$ cat src/rtl/q_timing_queue.sv
// q_timing_queue
// Timed issue queue. Each accepted instruction is stored together with the
// current timing label; while running, the head entry is released on the
// cycle the free-running timer reaches its label (or immediately, flagged
// late, if the label is already behind the timer).
//
// Ports:
//   clk, rst            clock, asynchronous active-low reset
//   q_start / q_stop    run control pulses (stop wins; stop flushes FIFO)
//   q_inst_valid/q_inst instruction push; q_inst_ready = FIFO not full
//   q_time_write/_sel   label update: absolute (sel=0) or relative (sel=1)
//   q_time_reg          label source, low TW bits used
//   issue_valid/_inst/_time  one-cycle registered issue strobe and payload
//   q_empty             FIFO empty
//   overflow_err        sticky: a push was dropped because the FIFO was full
//   late_err            sticky: an entry issued after its label
module q_timing_queue #(
  parameter int unsigned DEPTH = 16,
  parameter int unsigned TW    = 32
) (
  input  logic          clk,
  input  logic          rst,
  input  logic          q_start,
  input  logic          q_stop,
  input  logic          q_inst_valid,
  input  logic [63:0]   q_inst,
  output logic          q_inst_ready,
  input  logic          q_time_write,
  input  logic          q_time_sel,
  input  logic [63:0]   q_time_reg,
  output logic          issue_valid,
  output logic [63:0]   issue_inst,
  output logic [TW-1:0] issue_time,
  output logic          q_empty,
  output logic          overflow_err,
  output logic          late_err
);

  localparam int unsigned AW = $clog2(DEPTH);
  localparam logic [AW:0] FULL_CNT = (AW+1)'(DEPTH);

  typedef enum logic {ST_IDLE, ST_RUN} state_e;

  state_e        state_q, state_d;
  logic [TW-1:0] timer_q, timer_d;
  logic [TW-1:0] label_q, label_d;
  logic [AW-1:0] wr_ptr_q, wr_ptr_d;
  logic [AW-1:0] rd_ptr_q, rd_ptr_d;
  logic [AW:0]   count_q, count_d;
  logic          issue_valid_q, issue_valid_d;
  logic [63:0]   issue_inst_q, issue_inst_d;
  logic [TW-1:0] issue_time_q, issue_time_d;
  logic          ovf_q, ovf_d;
  logic          late_q, late_d;

  logic [63:0]   mem_inst_q  [DEPTH];
  logic [TW-1:0] mem_label_q [DEPTH];

  logic          start_eff;
  logic          full;
  logic          empty;
  logic          push;
  logic          drop;
  logic          pop;
  logic          is_late;
  logic [TW-1:0] label_src;
  logic [TW-1:0] head_label;
  logic [TW-1:0] diff;

  generate
    if (TW < 64) begin : g_unused_hi
      logic unused_time_hi;
      assign unused_time_hi = ^q_time_reg[63:TW];
    end
  endgenerate

  assign label_src  = q_time_reg[TW-1:0];
  assign start_eff  = q_start & ~q_stop;
  assign full       = (count_q == FULL_CNT);
  assign empty      = (count_q == '0);
  assign head_label = mem_label_q[rd_ptr_q];
  // Signed distance from timer to head label; a set MSB means the label
  // is already behind the timer (modulo wrap).
  assign diff       = head_label - timer_q;

  // A stop flushes the FIFO, so a same-cycle push is silently discarded.
  assign push    = q_inst_valid & ~full & ~q_stop;
  assign drop    = q_inst_valid &  full & ~q_stop;
  assign pop     = (state_q == ST_RUN) & ~empty & ~q_stop &
                   ((diff == '0) | diff[TW-1]);
  assign is_late = pop & diff[TW-1];

  always_comb begin
    state_d = state_q;
    if (q_stop) begin
      state_d = ST_IDLE;
    end else if (q_start) begin
      state_d = ST_RUN;
    end

    if (q_stop || q_start || state_q == ST_IDLE) begin
      timer_d = '0;
    end else begin
      timer_d = timer_q + TW'(1);
    end

    label_d = label_q;
    if (q_time_write) begin
      label_d = q_time_sel ? (label_q + label_src) : label_src;
    end

    if (q_stop) begin
      wr_ptr_d = '0;
      rd_ptr_d = '0;
      count_d  = '0;
    end else begin
      wr_ptr_d = push ? (wr_ptr_q + AW'(1)) : wr_ptr_q;
      rd_ptr_d = pop  ? (rd_ptr_q + AW'(1)) : rd_ptr_q;
      count_d  = count_q + (AW+1)'(push) - (AW+1)'(pop);
    end

    issue_valid_d = pop;
    issue_inst_d  = pop ? mem_inst_q[rd_ptr_q] : issue_inst_q;
    issue_time_d  = pop ? head_label           : issue_time_q;

    ovf_d  = start_eff ? 1'b0 : ovf_q;
    late_d = start_eff ? 1'b0 : late_q;
    if (drop) begin
      ovf_d = 1'b1;
    end
    if (is_late) begin
      late_d = 1'b1;
    end
  end

  always_ff @(posedge clk or negedge rst) begin
    if (!rst) begin
      state_q       <= ST_IDLE;
      timer_q       <= '0;
      label_q       <= '0;
      wr_ptr_q      <= '0;
      rd_ptr_q      <= '0;
      count_q       <= '0;
      issue_valid_q <= 1'b0;
      issue_inst_q  <= '0;
      issue_time_q  <= '0;
      ovf_q         <= 1'b0;
      late_q        <= 1'b0;
    end else begin
      state_q       <= state_d;
      timer_q       <= timer_d;
      label_q       <= label_d;
      wr_ptr_q      <= wr_ptr_d;
      rd_ptr_q      <= rd_ptr_d;
      count_q       <= count_d;
      issue_valid_q <= issue_valid_d;
      issue_inst_q  <= issue_inst_d;
      issue_time_q  <= issue_time_d;
      ovf_q         <= ovf_d;
      late_q        <= late_d;
    end
  end

  // Storage needs no reset: entries are only read while the count covers them.
  // The stored label is the post-update value when a label write coincides.
  always_ff @(posedge clk) begin
    if (push) begin
      mem_inst_q[wr_ptr_q]  <= q_inst;
      mem_label_q[wr_ptr_q] <= label_d;
    end
  end

  assign q_inst_ready = ~full;
  assign q_empty      = empty;
  assign issue_valid  = issue_valid_q;
  assign issue_inst   = issue_inst_q;
  assign issue_time   = issue_time_q;
  assign overflow_err = ovf_q;
  assign late_err     = late_q;

endmodule

$ cat config.mk
export PLATFORM = sky130hd
export DESIGN_NAME = q_timing_queue
export DESIGN_NICKNAME = d
export VERILOG_FILES = /design/src/rtl/q_timing_queue.sv
export SDC_FILE = /design/constraint.sdc
export NUM_CORES = 2
export LEC_CHECK = 0
export CAP_MARGIN = 25
export CORE_ASPECT_RATIO = 0.75
export CORE_UTILIZATION = 35
export CTS_BUF_LIST = sky130_fd_sc_hd__clkbuf_8
export DETAILED_ROUTE_END_ITERATION = 8
export PLACE_DENSITY_LB_ADDON = 0.08
export REMOVE_ABC_BUFFERS = 1
export SLEW_MARGIN = 15
export SYNTH_ARGS = -nofsm -noshare
export SYNTH_HDL_FRONTEND = slang
export SYNTH_SLANG_ARGS = --single-unit
$ cat constraint.sdc
create_clock -name clk -period 10.3 [get_ports clk]
set_input_delay 2.06 -clock clk [delete_from_list [all_inputs] [get_ports clk]]
set_output_delay 2.06 -clock clk [all_outputs]
set_load 0.01 [all_outputs]
# Word-level counts from Yosys, hierarchy flattened
# Memories as Yosys holds them, arrays and structs flattened. A register that Yosys moved wholly into a read port is not among the register bits.
# Cells that the tools add are included.
# classes
eq_ne	1
n_reduce_logical	10
addsub	7
n_mux	15
bitwise_logic	14
# ops
op	n
32-bit two-way mux	3
32-bit by 1-bit adder with 32-bit output, second input constant	1
32-bit adder	1
32-bit logical NOT	1
32-bit subtractor	1
4-bit two-way mux	4
2-bit nonzero test	5
1-bit bitwise AND	9
4-bit by 1-bit adder with 4-bit output, second input constant	2
1-bit two-way mux	7
5-bit by 1-bit adder with 5-bit output	1
5-bit equality test, second input constant	1
5-bit logical NOT	1
5-bit two-way mux	1
5-bit by 1-bit subtractor with 5-bit output	1
1-bit inverter	4
1-bit logical OR	2
1-bit logical NOT	1
1-bit OR	1
# totals
inputBits	135
elab_cells	59
ff_bits	113
output_inout_bits	101
ram_bits	1536
memories	2
# memory_table
memory	depth	width	rd	rd_clocked_by_memory_dff	wr	line_no	rtl
mem_inst_q	16	64	1	1	1	56	logic [63:0] mem_inst_q [DEPTH];
mem_label_q	16	32	1	0	1	57	logic [TW-1:0] mem_label_q [DEPTH];

# Longest topological paths before layout
# depth
depth_word	7
ltp_mapped	28
ltp_nobuf	23

# Least setup slack after synthesis
# No wires, ideal clock.
# synth_timing
path_kind	input to register
startpoint	in q_inst_valid
endpoint	mem mem_inst_q[3][0] (enable)
path_stages	5
required_time_ns	9.631
slack_ns	0.361
setup_time_ns	0.669
n_path_buf	1
arrival_time_ns	9.271
path_cell_list	and2_1 -> clkbuf_1 -> nor2b_1 -> nand2_1 -> nor3_1
# synth_between
elab_chain_len	4
# synth_lines
item	line_no	rtl
start, declared	25	input logic q_inst_valid,
1-bit bitwise AND (2 in a row)	87	assign push = q_inst_valid & ~full & ~q_stop;
1-bit two-way mux	167	if (push) begin
1-bit two-way mux (implied by the code)	168	mem_inst_q[wr_ptr_q] <= q_inst;
end, declared	56	
# No other way between the ends.

# Final worst setup path
# layout_timing
startpoint	reg rd_ptr_q[1]
endpoint	reg count_q[4]
# layout_between
elab_chain_len	7
# layout_lines
item	line_no	rtl
start, declared	48	logic [AW-1:0] rd_ptr_q, rd_ptr_d;
start signal, assigned	154	rd_ptr_q <= rd_ptr_d;
memory read 16 x 32 bit *	n/a	
net head_label[15]	67	logic [TW-1:0] head_label;
32-bit subtractor *	84	assign diff = head_label - timer_q;
32-bit logical NOT	90	((diff == '0) | diff[TW-1]);
1-bit OR *	90	
1-bit bitwise AND *	89	assign pop = (state_q == ST_RUN) & ~empty & ~q_stop &
5-bit by 1-bit subtractor with 5-bit output *	119	count_d = count_q + (AW+1)'(push) - (AW+1)'(pop);
5-bit two-way mux *	112	if (q_stop) begin
net count_d[4]	49	logic [AW:0] count_q, count_d;
end signal, assigned	155	count_q <= count_d;
end, declared	49	
# Mark *: on every way through the listed nets, which the timed path passes. The rest lies on a longest branch.
# A chain may end at the register's enable or synchronous reset.

==> out/summary.txt <==
NetSw = 4.841 mW
Syn Area/Cell = 20.71 um^2
Die Y = 385.6 um
Async set or reset register ratio after synthesis = 0.1033
CTS tree = yes
Die X = 513.5 um
Critical Path RT = 11.20 ns
Max Cap Viol = 0
Slowest cell on crit path = dfrtp_4
Antenna Nets Post-Route = 0
Final std cells w/o fill = 6599
Kind of critical path = flop to flop
Core ar. = 194600 um^2
Worst reg2reg setup slack = 2.50 ns
Status = finished clean
HPWL after DPL = 92.97 mm
Top cell type's share of synthesized area = 0.6715
IO buf count = 203
Worst-Margin Slew = 1.066 ns
Combinational share of power = 0.197
Post-Syn Area = 68680 um^2
Core Rows = 140
Hold buffer count at CTS = 0
Max Freq = 0.1283 GHz
Initial antenna violation count = 15
CP cell instances = buf_4 -> mux4_2 -> mux4_2 -> ha_1 -> and3_1 -> nand4_1 -> a211oi_2 -> o21bai_1 -> mux2_1 -> or4_1 -> nor4_1 -> and4_1 -> nor2_1 -> inv_6 -> ha_1 -> inv_1 -> ha_1 -> fa_1 -> a21oi_1 -> nor2_1 -> or3_1 -> a21oi_1
Clock Pin Slew Worst Setup and Hold Paths = 0.06 ns
Number of global-route vias before repair = 36.74k
Worst path arrival time = 8.69 ns
Area grow syn2layout = 16.54%
Global-route wire length before repair = 264.1 mm
Die footprint = 198000 um^2
Net count reported at finish = 3957
Clock skew = 0.09241 ns
Post-Syn Instances = 3316
Register share of total power = 0.468
Post-synthesis sequential area ratio = 0.7360
GP Congestion = 0.8709
Tmin final = 7.796 ns
Drt drc = 0
WL final = 183.5 mm
Post-synth top cells = 1536 x edfxtp_1, 480 x mux4_2, 177 x dfrtp_1, 119 x nor2_1, 101 x clkbuf_1
Worst IR drop on VDD = 0.1183 mV
Setup-failing EPs final = 0
Fin. max-slew vios = 0
Via density = 5.213
R2R cell count = 22
CP most frequent cell = ha_1
Count leader, synth = edfxtp_1
Initial DRC count = 2656
Cell area power density = 222.6 nW/um^2
Share of cells above drive strength 1 = 0.2479
CP max FO = 48
Final hold violation count = 0
Routed len/inst = 27.81 um
Worst slew margin = 0.2829
Cells taking the most area after synthesis = edfxtp_1 67%, mux4_2 16%, dfrtp_1 6.4%, mux2_1 1.6%, ha_1 1.3%
TritonCTS Sinks = 1713
I/O pin count = 236
Clock power frac = 0.335
Hold Path Depth = 1
Largest net degree at the start of global routing = 110
Final worst-path cycle share = 0.7569
Worst path max stage delay = 1.10 ns
DR pass1 iterations = 5
Total CTS buffers = 303
Final hold slack = 0.4831 ns
Post-synth top flop = edfxtp_1
Library cells used by synthesis = 78
Switching Fraction = 0.2717
Setup crit end kind = flop
Hold EP = issue_time[30]
Static Leak = 25.58 nW
CTS Root Cell = clkbuf_8
Htree depth = 5
Postcts setup bufs = 0
R2R Path End = count_q[4]
Synth warnings = 0
Worst skew pair latency = 1.01 ns
Initial Util = 0.3529
Number of synthesized flops with an enable pin = 1536
HP Start = issue_time[30]
Crit path launch type = flop
Filler cells = 17.08k
Remaining Overflow, GRT = 0
GRT Resource Usage Total = 0.1868
Worst Hold Class = flop to flop
Origin of the critical flop-to-flop path = rd_ptr_q[1]
#FFs+latches synth = 1713
Internal power = 12.98 mW
DR vias = 34.40k
Synth area leader = edfxtp_1
RSZ-0062 raised after global routing = false
CTS resizes = 0
Largest buffer count on any clock path = 4
Dpl cells = 6063
Util after Layout = 0.4113
## cell type report
cell class | count | area [um^2] | area share
antenna | 6 | 15.01 | 0.0001876
clock buffer | 331 | 4556 | 0.05691
clock inverter | 195 | 1097 | 0.01371
inverter | 73 | 279.0 | 0.003486
multi-input combinational | 1379 | 17370 | 0.2169
sequential | 1713 | 50570 | 0.6317
tap | 2627 | 3287 | 0.04106
timing repair buffer | 275 | 2880 | 0.03598
## power by group through the flow
stage	Sequential, mW	Combinational, mW	Clock, mW
CTS	8.35	3.58	6.18
finish	8.33	3.52	5.97
detailed placement	8.49	3.57	0
floorplan	8.71	2.56	0
global placement	8.48	3.51	0
global route	8.38	3.83	6.47
## state kept, by name, summed over array words and instances (netlist names), 5 cells and up
signal       cells
count_q          5
issue_inst      64
issue_time      32
label_q         32
mem_inst_q    1024
mem_label_q    512
timer_q         32
## cell usage in the layout, fill, tap and decap left out, types with 46 or more instances in the layout
cell type,n
ha_1,74
nand2_1,62
edfxtp_1,1536
clkdlybuf4s50_1,201
mux4_2,480
nor2_1,107
buf_4,47
dfrtp_1,173
mux2_1,98
clkinv_1,53
xnor2_1,46
a21oi_1,88
inv_1,152
clkbuf_8,331
## worst max-delay path by stage
stage                      startpoint  slack (ns)    endpoint  cells past startpoint
final                     rd_ptr_q[1]        2.50  count_q[4]                     22
after global routing      rd_ptr_q[0]        2.11  count_q[4]                     22
after CTS                 rd_ptr_q[1]        2.49  count_q[4]                     21
after detailed placement  rd_ptr_q[1]        2.51  count_q[4]                     21
after global placement    rd_ptr_q[0]        2.43  count_q[4]                     22
after floorplan           rd_ptr_q[0]      -10.69  count_q[4]                     23
## per-layer routing
metal / vias up / wire [um] / track usage
li1: 14610 / - / -
met1: 18590 / 81540 / 0.2512
met2: 844 / 89700 / 0.3112
met3: 335 / 8233 / 0.03554
met4: 22 / 3877 / 0.04909
met5: - / 145 / 0
## stage by stage
step / power, mW / setup WS [ns] / setup TNS (ns) / area, um^2
3_3_place_gp: 11.99 / 2.425 / 0 / 74280
2_1_floorplan: 11.26 / -10.69 / -1010.20 / 68060
6_report: 17.82 / 2.504 / 0 / 80050
3_5_place_dp: 12.06 / 2.514 / 0 / 74320
5_1_grt: 18.67 / 2.108 / 0 / 80040
4_1_cts: 18.11 / 2.494 / 0 / 79970
## critical path, delay by kind of cell, from the launching register on
kind | cells | cell delay [ns]
buf+inv | 3 | 0.78
compound gates | 4 | 0.96
mux | 3 | 1.27
simple gates | 8 | 2.20
flops | 1 | 1.10
fa+ha+maj | 4 | 1.33
## kinds of logic after synthesis
group,share of synthesized area
mux,0.1773
flops,0.7360
xor+xnor,0.008161
compound gates,0.02592
fa+ha+maj,0.01435
buf+inv,0.01308
simple gates,0.02519
Power figures use the tool's default switching activity.
